==> src/rtl/fetch_unit_pkg.sv <==
// ---------------------------------------------------------------------------
// fetch_unit_pkg
//   Shared definitions for the 16-bit accumulator processor front end.
//   Contents: FSM state encodings and the state enum, instruction field bit
//   positions, and the default reset PC.
// ---------------------------------------------------------------------------
package fetch_unit_pkg;

   // Raw state encodings, also used for the enum so that debug dumps and
   // state_dbg values are stable across revisions.
   localparam logic [1:0] ST_IDLE  = 2'd0;
   localparam logic [1:0] ST_FETCH = 2'd1;
   localparam logic [1:0] ST_DONE  = 2'd2;

   typedef enum logic [1:0] {
      S_IDLE  = ST_IDLE,
      S_FETCH = ST_FETCH,
      S_DONE  = ST_DONE
   } state_t;

   // Instruction field positions (16-bit instruction word).
   localparam int OPC_HI  = 15;
   localparam int OPC_LO  = 12;
   localparam int RSEL_HI = 11;
   localparam int RSEL_LO = 8;
   localparam int FUNC_HI = 3;
   localparam int FUNC_LO = 0;
   localparam int IMM_HI  = 11;
   localparam int IMM_LO  = 0;

   localparam logic [15:0] RESET_PC_DEF = 16'h0000;

endpackage

==> src/rtl/fetch_timeout_ctr.sv <==
// ---------------------------------------------------------------------------
// fetch_timeout_ctr
//   Wait-cycle counter for an outstanding instruction fetch.
//   Ports:
//     clk, rst_n : clock, asynchronous active-low reset
//     clr        : synchronous clear (start of a new fetch)
//     en         : count one cycle without mem_ready
//     last       : high when one more counted cycle reaches LIMIT, i.e. the
//                  current cycle is the final one allowed; never high when
//                  LIMIT is 0 (timeout disabled)
// ---------------------------------------------------------------------------
module fetch_timeout_ctr #(
   parameter int LIMIT = 15
) (
   input  logic clk,
   input  logic rst_n,
   input  logic clr,
   input  logic en,
   output logic last
);

   localparam int CW = (LIMIT > 0) ? $clog2(LIMIT + 1) : 1;

   logic [CW-1:0] count;

   always_ff @(posedge clk or negedge rst_n) begin
      if (!rst_n) begin
         count <= '0;
      end else if (clr) begin
         count <= '0;
      end else if (en) begin
         count <= count + CW'(1);
      end
   end

   assign last = (LIMIT != 0) && (count == CW'(LIMIT - 1));

endmodule

==> src/rtl/fetch_unit.sv <==
// ---------------------------------------------------------------------------
// fetch_unit
//   Instruction fetch stage: owns the PC and IR, runs a req/ready read to
//   instruction memory and presents decoded fields to Control_Unit.
//
//   Handshake: mem_req and mem_addr are held stable from the first FETCH cycle
//   until a cycle in which mem_ready is sampled high at the rising edge; that
//   edge completes the transfer. mem_ready/mem_rdata are ignored outside FETCH.
//
//   Ports:
//     CLK, Reset            : clock, asynchronous active-low reset
//     fetch_req             : start a fetch at the current PC (IDLE/DONE)
//     jump_en, jump_target  : PC redirect
//     mem_req, mem_addr     : read request / address to instruction memory
//     mem_ready, mem_rdata  : memory response
//     Opcode, Rsel, Func,
//     Imm12                 : combinational slices of IR
//     pc_out                : current PC
//     fetch_done            : one-cycle pulse after IR is updated
//     instr_valid           : IR holds a fetched, non-discarded instruction
//     fetch_err             : sticky timeout flag, cleared by the next fetch
//     busy                  : FSM is in FETCH
//     state_dbg             : raw FSM state for observation
// ---------------------------------------------------------------------------
module fetch_unit
   import fetch_unit_pkg::*;
#(
   parameter int                ADDR_W   = 16,
   parameter int                DATA_W   = 16,
   parameter logic [ADDR_W-1:0] RESET_PC = ADDR_W'(RESET_PC_DEF),
   parameter int                PC_INC   = 2,
   parameter int                TIMEOUT  = 15
) (
   input  logic              CLK,
   input  logic              Reset,
   input  logic              fetch_req,
   input  logic              jump_en,
   input  logic [ADDR_W-1:0] jump_target,
   output logic              mem_req,
   output logic [ADDR_W-1:0] mem_addr,
   input  logic              mem_ready,
   input  logic [DATA_W-1:0] mem_rdata,
   output logic [3:0]        Opcode,
   output logic [3:0]        Func,
   output logic [3:0]        Rsel,
   output logic [11:0]       Imm12,
   output logic [ADDR_W-1:0] pc_out,
   output logic              fetch_done,
   output logic              instr_valid,
   output logic              fetch_err,
   output logic              busy,
   output logic [1:0]        state_dbg
);

   state_t            state, state_nxt;
   logic [ADDR_W-1:0] pc;
   logic [DATA_W-1:0] ir;
   logic              pend;
   logic [ADDR_W-1:0] pend_tgt;

   // FSM decisions for the current cycle.
   logic start;       // fetch accepted from IDLE/DONE
   logic take_word;   // transfer completes, word kept
   logic discard;     // transfer completes, word dropped due to a jump
   logic timeout;     // wait budget exhausted
   logic cnt_en;
   logic ctr_last;

   // A jump seen in the same cycle as completion/timeout is the most recent
   // one, so it takes priority over a previously latched target.
   logic              have_jump;
   logic [ADDR_W-1:0] redirect;

   assign have_jump = jump_en | pend;
   assign redirect  = jump_en ? jump_target : pend_tgt;

   fetch_timeout_ctr #(
      .LIMIT (TIMEOUT)
   ) u_timeout_ctr (
      .clk   (CLK),
      .rst_n (Reset),
      .clr   (start),
      .en    (cnt_en),
      .last  (ctr_last)
   );

   // State register.
   always_ff @(posedge CLK or negedge Reset) begin
      if (!Reset) begin
         state <= S_IDLE;
      end else begin
         state <= state_nxt;
      end
   end

   // Next state and per-cycle decisions.
   always_comb begin
      state_nxt = state;
      mem_req   = 1'b0;
      start     = 1'b0;
      take_word = 1'b0;
      discard   = 1'b0;
      timeout   = 1'b0;
      cnt_en    = 1'b0;
      case (state)
         S_IDLE, S_DONE: begin
            if (fetch_req) begin
               state_nxt = S_FETCH;
               start     = 1'b1;
            end else begin
               state_nxt = S_IDLE;
            end
         end
         S_FETCH: begin
            mem_req = 1'b1;
            if (mem_ready) begin
               if (have_jump) begin
                  discard   = 1'b1;
                  state_nxt = S_IDLE;
               end else begin
                  take_word = 1'b1;
                  state_nxt = S_DONE;
               end
            end else if (ctr_last) begin
               timeout   = 1'b1;
               state_nxt = S_IDLE;
            end else begin
               cnt_en = 1'b1;
            end
         end
         default: state_nxt = S_IDLE;
      endcase
   end

   // PC, IR, pending-jump and status registers.
   always_ff @(posedge CLK or negedge Reset) begin
      if (!Reset) begin
         pc          <= RESET_PC;
         ir          <= '0;
         pend        <= 1'b0;
         pend_tgt    <= '0;
         instr_valid <= 1'b0;
         fetch_err   <= 1'b0;
      end else begin
         // Outside FETCH a jump moves the PC immediately, so a fetch accepted
         // on the same edge is issued at the new target.
         if (state != S_FETCH && jump_en) begin
            pc <= jump_target;
         end
         if (start) begin
            fetch_err <= 1'b0;
         end
         // Inside FETCH the address must stay stable; remember the jump.
         if (state == S_FETCH && jump_en) begin
            pend     <= 1'b1;
            pend_tgt <= jump_target;
         end
         if (take_word) begin
            ir          <= mem_rdata;
            pc          <= pc + ADDR_W'(PC_INC);
            instr_valid <= 1'b1;
         end
         if (discard) begin
            pc          <= redirect;
            pend        <= 1'b0;
            instr_valid <= 1'b0;
         end
         if (timeout) begin
            fetch_err   <= 1'b1;
            instr_valid <= 1'b0;
            pend        <= 1'b0;
            if (have_jump) begin
               pc <= redirect;
            end
         end
      end
   end

   assign mem_addr   = pc;
   assign pc_out     = pc;
   assign Opcode     = ir[OPC_HI:OPC_LO];
   assign Rsel       = ir[RSEL_HI:RSEL_LO];
   assign Func       = ir[FUNC_HI:FUNC_LO];
   assign Imm12      = ir[IMM_HI:IMM_LO];
   assign fetch_done = (state == S_DONE);
   assign busy       = (state == S_FETCH);
   assign state_dbg  = state;

endmodule

==> config.mk <==
export PLATFORM = sky130hd
export DESIGN_NAME = fetch_unit
export DESIGN_NICKNAME = d
export VERILOG_FILES = /design/src/rtl/fetch_unit_pkg.sv /design/src/rtl/fetch_timeout_ctr.sv /design/src/rtl/fetch_unit.sv
export SDC_FILE = /design/constraint.sdc
export NUM_CORES = 1
export LEC_CHECK = 0
export BUFFER_PORTS_ARGS = -buffer_cell sky130_fd_sc_hd__buf_2
export CELL_PAD_IN_SITES_DETAIL_PLACEMENT = 2
export CELL_PAD_IN_SITES_GLOBAL_PLACEMENT = 2
export CORE_UTILIZATION = 33
export DETAILED_ROUTE_END_ITERATION = 10
export GPL_ROUTABILITY_DRIVEN = 1
export PLACE_DENSITY_LB_ADDON = 0.1
export SETUP_SLACK_MARGIN = 0.3
export SYNTH_ARGS = -nofsm -noshare
export SYNTH_HDL_FRONTEND = slang
export SYNTH_SLANG_ARGS = --single-unit
==> constraint.sdc <==
create_clock -name CLK -period 2.9 [get_ports CLK]
set_clock_uncertainty 0.15 [all_clocks]
set_input_delay 0.29 -clock CLK [delete_from_list [all_inputs] [get_ports CLK]]
set_output_delay 0.29 -clock CLK [all_outputs]
set_load 0.005 [all_outputs]
==> impl_metrics.json <==
{
  "status": "completed",
  "grt_remaining_overflow": 0,
  "multi_input_area_mm2": 0.00136,
  "powerDensity_mw_per_mm2": 897,
  "instances_no_fill": 519,
  "synth_async_sr_flop_share_pct": 100,
  "drtAntennaViolNets": 0,
  "clk_latency_ps": 340,
  "core_mm2": 0.00889,
  "timing.rr.start": "u_timeout_ctr.count[0]",
  "period_share_pct": 77.0,
  "grt_pass1_wl_mm": 15.3,
  "netlist_instances": 312,
  "rows": 34,
  "rsz0062_at_grt": "false",
  "ir_drop_uv": 317,
  "holdPathStages": 3,
  "synth.largest_area_cell": "dfrtp_1",
  "postSynthAreaPerCell_um2": 9.87,
  "endpoint_kind": "flip-flop",
  "fp.dieH_um": 98.6,
  "nFillCells": 950,
  "finalMaxSlewViolations": 0,
  "hold_class": "input port to flip-flop",
  "clk_pin_slew_ps": 70,
  "synth-compound-area-share_pct": 13.5,
  "ys_top_cells_by_count": "69 x nand2_1, 57 x dfrtp_1, 26 x buf_4",
  "cts_buffers": 9,
  "drt_iter0_markers": 113,
  "synthAdderAreaFrac_pct": 1.22,
  "drc": 0,
  "worst_pin_slew_ps": 868,
  "min_to": "ir[4]",
  "antenna_found_initial": 0,
  "cpMaxStageDelayCell": "dfrtp_1",
  "synth-edff-count": 0,
  "vias": 2682,
  "ys_top_cells_by_area": "dfrtp_1 46%, nand2_1 8.4%, mux2_2 6.6%",
  "post_cts_buffers": 0,
  "cap_violations": 0,
  "min_period_ps": 2230,
  "num-nets-final": 446,
  "ys_ff_latch": 57,
  "ys_seq_area_share_pct": 46.3,
  "ys_warn_count": 0,
  "regToRegSetupSlack_ps": 670,
  "cp.arrival_ps": 2330,
  "viasPerCell": 5.17,
  "dpl_worst_slack_ps": 596,
  "drive_gt1_share_pct": 36.7,
  "synthXorXnorAreaFrac_pct": 1.42,
  "yosys.area_share.simple_pct": 18.1,
  "num_antenna_cells": 0,
  "cp_data_required_time_ps": 3000,
  "reg2reg_to": "mem_addr[13]",
  "synth_area_mm2": 0.00308,
  "cts_tree": "yes",
  "cts_buffer_depth": 2,
  "root_buffer": "clkbuf_8",
  "totalWireLength_mm": 9.20,
  "die_area_mm2": 0.00972,
  "fin_tns_setup_ps": 0,
  "use_met3_pct": 3.97,
  "start_util_pct": 34.6,
  "gr-usage-all-layers_pct": 20.4,
  "grt_max_degree": 35,
  "ys_types": 54,
  "timing.fmax_ghz": 0.448,
  "postLayoutSetupSlackWorst_ps": 667,
  "synth_top_family_by_area": "simple AND/OR/NAND/NOR gates",
  "yosysMostFrequentCell": "nand2_1",
  "gp_congestion": 0.708,
  "finalHoldViolCount": 0,
  "synthMuxAreaShare_pct": 9.84,
  "syn_nets": 352,
  "syn2layout_area_growth_pct": 27.5,
  "dieWidth_um": 98.6,
  "gr-usage-met1_pct": 24.1,
  "start_kind": "flip-flop",
  "grt_pass1_vias": 2991,
  "worstPathMaxFanout": 19,
  "synth_ff_type": "dfrtp_1",
  "hold_start": "mem_rdata[4]",
  "synth_top_cell_area_share_pct": 46.3,
  "finalSetupViolCount": 0,
  "r2r_cells": 7,
  "placedCellCount": 487,
  "port_buffers": 99,
  "htreeDepth": 3,
  "cts_sinks": 57,
  "relSlewSlack_pct": 42.1,
  "ioPinCount": 100,
  "drtPass1Iterations": 4,
  "slowest_delay_ps": 400,
  "path_cells": "inv_1, ha_1, a31oi_4, nor2_1, o21ai_2, o221ai_1, o22ai_1",
  "wire_per_inst_um": 17.7,
  "met2_usage_pct": 37.4,
  "regArea_mm2": 0.00143,
  "grt_busiest_layer": "met2",
  "leakagePower_uw": 0.00191,
  "dp_hpwl_mm": 6.17,
  "crit_type": "flip-flop to flip-flop"
}
sequential cells by signal (all words and copies together) (netlist names):
register	count
instr_valid	1
pend_tgt	16
ir	16
mem_addr	16
pend	1
fetch_err	1
u_timeout_ctr.count	4
state_dbg	2
critical path, delay by kind of cell (launching register included):
family                   cells  cell delay [ps]
flip-flops                   1              400
adder cells (fa/ha/maj)      1              230
AND/OR/NAND/NOR              1              150
AO/OA/AOI/OAI                4             1140
buffers and inverters        1               60
cell usage in the layout, fill, tap and decap left out, drive strengths merged, types with 3 or more instances in the layout:
cell and n:
a211o 3, a211oi 4, a21oi 10, a311oi 3, buf 106, bufinv 4
clkbuf 11, dfrtp 57, dlygate4sd3 16, ha 3, inv 5, mux2 18
mux2i 10, nand2 69, nand3 9, nand4 7, nor2 16, nor2b 3
nor3 6, o21ai 11, o22ai 4, xnor2 3
logic make-up after synthesis:
family	after synthesis
compound gates	54
xor+xnor	5
fa+ha+maj	3
buf+inv	44
flops	57
mux	28
simple gates	121
stage by stage:
stage	utilization, %	hold WS (ps)	power, uW	area [um^2]
3_5_place_dp	39.2	171	2490	3490
6_report	44.1	43.8	3520	3920
5_1_grt	44.1	34.3	3760	3920
4_1_cts	44.1	33.3	3580	3920
2_1_floorplan	-	-156	2100	3080
3_3_place_gp	39.2	169	2420	3490
repair_timing:
| item | 4_1_cts | 5_1_grt |
|---|---|---|
| hold buffers | 16 | 0 |
| gates resized for setup | 0 | 0 |
| endpoints found under the hold margin | 72 | 0 |
power by group:
group / internal [uW] / switching (uW)
registers: 1090 / 279
clock network: 704 / 338
logic: 557 / 556
total: 2350 / 1170
worst max path at each step:
stage                           start      endpoint  slack [ps]  cells past startpoint
2_1_floorplan  u_timeout_ctr.count[0]  mem_addr[10]        1160                      7
3_3_place_gp                  jump_en   mem_addr[3]         650                      7
3_5_place_dp                  jump_en   mem_addr[1]         600                      7
4_1_cts                  state_dbg[1]   mem_addr[4]         620                      7
5_1_grt                  state_dbg[1]  mem_addr[15]         510                      7
6_report       u_timeout_ctr.count[0]  mem_addr[13]         670                      7
metal layers:
metal / share of wire [%] / vias to the layer above / wire (um)
li1: - / 1265 / -
met1: 43 / 1344 / 3980
met2: 52 / 62 / 4810
met3: 3.5 / 11 / 322
met4: 0.88 / 0 / 81
met5: 0 / - / 0
cell type report:
type                    instances  area share (%)
flip-flops and latches         57            36.4
clock inverters                 5            3.19
repair buffers                122            18.0
inverters                       5           0.542
well taps                     108            3.44
clock buffers                  11            3.86
multi-input cells             211            34.6
No activity file was read; power rests on OpenSTA's default activity.
